## config.mk

```make
export PLATFORM = sky130hd
export DESIGN_NAME = dsram_axi_bridge
export DESIGN_NICKNAME = d
export VERILOG_FILES = /design/src/rtl/dsram_axi_bridge.sv
export SDC_FILE = /design/constraint.sdc
export NUM_CORES = 1
export LEC_CHECK = 0
export BUFFER_PORTS_ARGS = -buffer_cell sky130_fd_sc_hd__buf_4
export CAP_MARGIN = 30
export CORE_ASPECT_RATIO = 1.1
export CORE_MARGIN = 2
export CORE_UTILIZATION = 38
export DETAILED_ROUTE_END_ITERATION = 10
export HOLD_SLACK_MARGIN = 0.1
export PLACE_DENSITY = 0.76
export SLEW_MARGIN = 20
export SYNTH_ARGS = -nofsm -noshare
export SYNTH_HDL_FRONTEND = slang
export SYNTH_SLANG_ARGS = --single-unit
export TNS_END_PERCENT = 100
```

## constraint.sdc

```tcl
create_clock -name clk -period 1.6 [get_ports clk]
set_input_delay 0.24 -clock clk [delete_from_list [all_inputs] [get_ports clk]]
set_output_delay 0.24 -clock clk [all_outputs]
set_load 0.01 [all_outputs]
```

## src/rtl/dsram_axi_bridge.sv

```systemverilog
// dsram_axi_bridge: responder for the core's data-side SRAM-like interface
// (req / addr_ok / data_ok). Each accepted request becomes one single-beat AXI3
// read or write. Only one transaction is outstanding at a time; it stays open
// until its data_ok pulse.
//
// Ports
//   clk, resetn           clock (rising edge), asynchronous active-low reset
//   data_req/wr/size/addr/wdata   SRAM-like request from the core
//   data_addr_ok          request accepted this cycle (combinational)
//   data_data_ok          one-cycle completion pulse (registered)
//   data_rdata            load data; held until the next load completes
//   ar*/r*/aw*/w*/b*      AXI3 master channels, single beat, fixed ID
//   resp_err              sticky non-OKAY response flag; exists only when
//                         DBRIDGE_RESP_ERR_EN is defined
//
// Build option: define DBRIDGE_RESP_ERR_EN to add the resp_err output.

module dsram_axi_bridge #(
  parameter logic [3:0]  AXI_ID = 4'd1,
  parameter int unsigned AW     = 32
) (
  input  logic          clk,
  input  logic          resetn,
  // SRAM-like data port
  input  logic          data_req,
  input  logic          data_wr,
  input  logic [1:0]    data_size,
  input  logic [AW-1:0] data_addr,
  input  logic [31:0]   data_wdata,
  output logic          data_addr_ok,
  output logic          data_data_ok,
  output logic [31:0]   data_rdata,
  // AR
  output logic [3:0]    arid,
  output logic [AW-1:0] araddr,
  output logic [3:0]    arlen,
  output logic [2:0]    arsize,
  output logic [1:0]    arburst,
  output logic          arvalid,
  input  logic          arready,
  // R
  input  logic [31:0]   rdata,
  input  logic [1:0]    rresp,
  input  logic          rlast,
  input  logic          rvalid,
  output logic          rready,
  // AW
  output logic [3:0]    awid,
  output logic [AW-1:0] awaddr,
  output logic [3:0]    awlen,
  output logic [2:0]    awsize,
  output logic [1:0]    awburst,
  output logic          awvalid,
  input  logic          awready,
  // W
  output logic [3:0]    wid,
  output logic [31:0]   wdata,
  output logic [3:0]    wstrb,
  output logic          wlast,
  output logic          wvalid,
  input  logic          wready,
  // B
  input  logic [1:0]    bresp,
  input  logic          bvalid,
  output logic          bready
`ifdef DBRIDGE_RESP_ERR_EN
  ,
  output logic          resp_err
`endif
);

  typedef enum logic [2:0] {StIdle, StRaddr, StRdata, StWaddr, StWresp, StDone} state_e;

  state_e        state_q, state_d;
  logic [AW-1:0] addr_q, addr_d;
  logic [1:0]    size_q, size_d;
  logic [31:0]   wdata_q, wdata_d;
  logic [3:0]    wstrb_q, wstrb_d;
  logic          aw_done_q, aw_done_d;
  logic          w_done_q, w_done_d;
  logic [31:0]   rdata_q, rdata_d;

  logic accept;
  logic aw_hs, w_hs, r_hs, b_hs;

  // Byte-lane enables for the store; size 3 is treated as a full word.
  function automatic logic [3:0] strb_of(input logic [1:0] size, input logic [1:0] off);
    logic [3:0] s;
    case (size)
      2'd0:    s = 4'b0001 << off;
      2'd1:    s = off[1] ? 4'b1100 : 4'b0011;
      default: s = 4'b1111;
    endcase
    return s;
  endfunction

  // addr_ok is gated by resetn so it reads 0 while reset is held.
  assign accept = data_req && resetn && (state_q == StIdle);

  assign aw_hs = awvalid && awready;
  assign w_hs  = wvalid && wready;
  assign r_hs  = rvalid && rready;
  assign b_hs  = bvalid && bready;

  // State register
  always_ff @(posedge clk or negedge resetn) begin
    if (!resetn) begin
      state_q   <= StIdle;
      addr_q    <= '0;
      size_q    <= '0;
      wdata_q   <= '0;
      wstrb_q   <= '0;
      aw_done_q <= 1'b0;
      w_done_q  <= 1'b0;
      rdata_q   <= '0;
    end else begin
      state_q   <= state_d;
      addr_q    <= addr_d;
      size_q    <= size_d;
      wdata_q   <= wdata_d;
      wstrb_q   <= wstrb_d;
      aw_done_q <= aw_done_d;
      w_done_q  <= w_done_d;
      rdata_q   <= rdata_d;
    end
  end

  // Next-state logic
  always_comb begin
    state_d   = state_q;
    addr_d    = addr_q;
    size_d    = size_q;
    wdata_d   = wdata_q;
    wstrb_d   = wstrb_q;
    aw_done_d = aw_done_q;
    w_done_d  = w_done_q;
    rdata_d   = rdata_q;
    unique case (state_q)
      StIdle: begin
        if (accept) begin
          addr_d    = data_addr;
          size_d    = data_size;
          wdata_d   = data_wdata;
          wstrb_d   = strb_of(data_size, data_addr[1:0]);
          aw_done_d = 1'b0;
          w_done_d  = 1'b0;
          state_d   = data_wr ? StWaddr : StRaddr;
        end
      end
      StRaddr: begin
        if (arready) state_d = StRdata;
      end
      StRdata: begin
        if (rvalid) begin
          rdata_d = rdata;
          state_d = StDone;
        end
      end
      StWaddr: begin
        // AW and W complete independently, in either order or together.
        if (aw_hs) aw_done_d = 1'b1;
        if (w_hs)  w_done_d  = 1'b1;
        if ((aw_done_q || aw_hs) && (w_done_q || w_hs)) state_d = StWresp;
      end
      StWresp: begin
        if (bvalid) state_d = StDone;
      end
      StDone: begin
        state_d = StIdle;
      end
      default: state_d = StIdle;
    endcase
  end

  // Outputs
  always_comb begin
    data_addr_ok = accept;
    data_data_ok = (state_q == StDone);
    data_rdata   = rdata_q;
    arvalid      = (state_q == StRaddr);
    rready       = (state_q == StRdata);
    awvalid      = (state_q == StWaddr) && !aw_done_q;
    wvalid       = (state_q == StWaddr) && !w_done_q;
    bready       = (state_q == StWresp);
    arid         = AXI_ID;
    araddr       = addr_q;
    arlen        = 4'd0;
    arsize       = {1'b0, size_q};
    arburst      = 2'b01;
    awid         = AXI_ID;
    awaddr       = addr_q;
    awlen        = 4'd0;
    awsize       = {1'b0, size_q};
    awburst      = 2'b01;
    wid          = AXI_ID;
    wdata        = wdata_q;
    wstrb        = wstrb_q;
    wlast        = 1'b1;
  end

`ifdef DBRIDGE_RESP_ERR_EN
  logic resp_err_q;

  always_ff @(posedge clk or negedge resetn) begin
    if (!resetn) begin
      resp_err_q <= 1'b0;
    end else if ((r_hs && (rresp != 2'b00)) || (b_hs && (bresp != 2'b00))) begin
      resp_err_q <= 1'b1;
    end
  end

  assign resp_err = resp_err_q;

  logic unused_in;
  assign unused_in = rlast;
`else
  logic unused_in;
  assign unused_in = ^{rresp, bresp, rlast, r_hs, b_hs};
`endif

endmodule

```

==> impl_metrics.yaml <==
outcome:
  status: "complete, but fails checks"
  failed_checks: "DRC, setup timing"
timing:
  fmax_mhz: 598
  drv_slew: 0
  tightest_slew_ns: 0.551
  post-route-period-util: 1.05
  fin_tns_setup_ns: -1.52
  setup_viol: 66
  period_minus_slack_ns: 1.67
  final_hold_viol_count: 0
  rsz0062_at_grt: "yes"
  skew_ns: 0.00592
  fin_ws_ns: -0.0734
  slew_headroom: 0.632
layout:
  nets: 672
  final_common_cell: "buf_4"
  layout-drive-gt1-share: 0.697
  fin_cells: 722
  layout_common_cells: "251 x buf_4, 105 x dfrtp_1, 65 x mux2_4"
  fin_area_um2: 7190
  antenna_cells: 0
  postLayoutCoreUtil: 0.566
  areaGrowthSynthToFinish_pct: 44.2
floorplanning:
  dieWidth_um: 113
  io_pins: 282
  core_area_um2: 12700
  fp-row-count: 43
  initial_utilization: 0.393
  die_h_um: 124
  die_area_um2: 14100
grt:
  grt_pass1_vias: 3298
  grt_pass1_wl_um: 17000
  grt.total_usage: 0.156
  grt_max_degree: 108
  antenna_found_initial: 0
  grt.overflow.total: 0
placement:
  hpwl_um: 8280
  place_area_um2: 6680
  dp_cells: 697
  io_buffers: 249
  gp_congestion: 0.793
power_and_ir_drop:
  p_per_area_nw_per_um2: 1990
  total_power_mw: 14.3
  p_leak_nw: 3.59
  ir_worst_vdd_v: 0.000818
routing:
  drc_errors: 18
  first_pass_iters: 7
  vias_per_cell: 4.49
  drt_iter0_markers: 121
  wl_um: 11500
  wire_per_inst_um: 15.9
  vias: 3241
  antenna_left: 0
critical_path:
  cp-start-kind: "flop"
  slowest_stage: "dfrtp_2"
  crit_chain: "nor4_4 -> buf_12 -> buf_8 -> buf_6"
  end_kind: "output port"
  crit_required_ns: 1.36
  crit_path_max_incr_delay_ns: 0.44
  worst_ep_arrival_time_ns: 1.43
  cp_max_fo: 3
  crit_type: "reg2out"
clock_tree:
  insertion_delay_ns: 0.34
  clk_pin_slew_ns: 0.07
  cts_tree: "built"
  cts.sink_count: 107
  htreeDepth: 3
  clock_tree.buffer_depth: 2
  ctsRootBufferMaster: "clkbuf_16"
  numCtsBuffers: 9
logic_synthesis:
  postSynthCellCount: 328
  yosysUniqueCellTypes: 32
  ys.warnings.count: 0
  ys_ff_latch: 107
  syn_avg_cell_area_um2: 15.2
  syn_area_um2: 4980
  ys_seq_area_frac: 0.537
run:
  maxCapViolations: 0
worst_hold_path:
  hp-class: "in2reg"
-- cell type report --
class                   instances  area (um2)
clock inverters                 5        52.6
flip-flops and latches        107        2680
repair buffers                272        2250
fillers                      1037        5510
clock buffers                  11         243
well taps                     157         196
multi-input cells             164        1740
inverters                       6        22.5
-- registers in the layout, indices dropped and copies added (netlist names) --
| signal | flops |
|---|---|
| araddr | 32 |
| data_rdata | 32 |
| state_q | 3 |
| size_q | 2 |
| wstrb | 4 |
| wdata | 32 |
| w_done_q | 1 |
| aw_done_q | 1 |
-- path summary, 6_finish.rpt --
check                      cells after the start  slack, ns        endpoint            from
min reg2reg                                    1       0.51  data_rdata[15]  data_rdata[15]
max                                            4      -0.07    data_addr_ok      state_q[2]
max reg2reg                                    5      -0.05        wdata[4]      state_q[2]
min in group asynchronous                      3       0.59  data_rdata[24]          resetn
max in group asynchronous                      3       0.60       araddr[7]          resetn
min                                            2       0.12   data_rdata[4]        rdata[4]
-- critical path, delay by kind of cell (launching register included) --
kind                   cells  cell delay, ns
flip-flops                 1            0.44
buffers and inverters      3            0.34
AND/OR/NAND/NOR            1            0.31
-- power by group --
group / leakage (nW) / internal (mW) / total (mW) / switching, mW
Sequential: 1.27 / 4.09 / 5.06 / 0.967
Clock: 0.145 / 1.25 / 2.20 / 0.954
Combinational: 2.17 / 4.39 / 7.06 / 2.67
Total: 3.59 / 9.73 / 14.3 / 4.59
-- Yosys cell counts --
library cell  count  area share
a2111oi_0         1      0.0018
a21oi_1           4      0.0040
a22o_1            1      0.0018
a311o_1           1      0.0020
a41oi_1           1      0.0018
and2_1            1      0.0013
and3_1            1      0.0013
buf_12            7       0.028
buf_2             1      0.0010
buf_4            61       0.092
buf_6             5       0.011
clkbuf_1          2      0.0015
conb_1            2      0.0015
dfrtp_1         107        0.54
inv_1             6      0.0045
mux2_2           35       0.079
mux2_4           65        0.20
mux2i_1           2      0.0040
nand2_1           2      0.0015
nand2b_1          1      0.0013
nand3_1           1      0.0010
nand3b_1          1      0.0015
nor2_1            7      0.0053
nor2b_1           2      0.0025
nor3_1            2      0.0020
nor3b_1           2      0.0030
nor4_2            1      0.0025
o21a_1            1      0.0015
o21bai_1          2      0.0030
o221a_2           1      0.0023
o22ai_1           1      0.0013
o2bb2ai_1         1      0.0018
-- per-stage QoR --
stage               hold slack [ns]  setup slack (ns)
global placement              0.375            0.0400
floorplan                   -0.0556            0.0386
global route                  0.108            -0.137
CTS                           0.109           -0.0751
finish                        0.123           -0.0734
detailed placement            0.387            0.0162
-- cells by family (layout without fill, tap and decap cells) --
kind of cell           Yosys count  count (layout)  share of synthesized area
AO/OA/AOI/OAI                   14              14                     0.0211
flip-flops                     107             107                      0.537
AND/OR/NAND/NOR                 21              21                     0.0231
multiplexers                   102             102                      0.279
buffers and inverters           82             294                      0.138
other                            2              27                    0.00151
-- metal layers --
layer / GRT usage / wire (um) / vias up
met4: 0.0587 / 174 / 0
met5: 0 / 0 / -
met2: 0.264 / 6000 / 137
met3: 0.0414 / 835 / 12
li1: - / - / 1492
met1: 0.192 / 4460 / 1600
-- timing repair --
item	in CTS	in global routing
setup endpoints to repair	5	68
gates cloned	1	3
pin swaps	3	2
hold buffers	1	0
buffers inserted	3	1
resized for setup	12	8
hold endpoints to repair	107	0
Power figures use the tool's default switching activity.
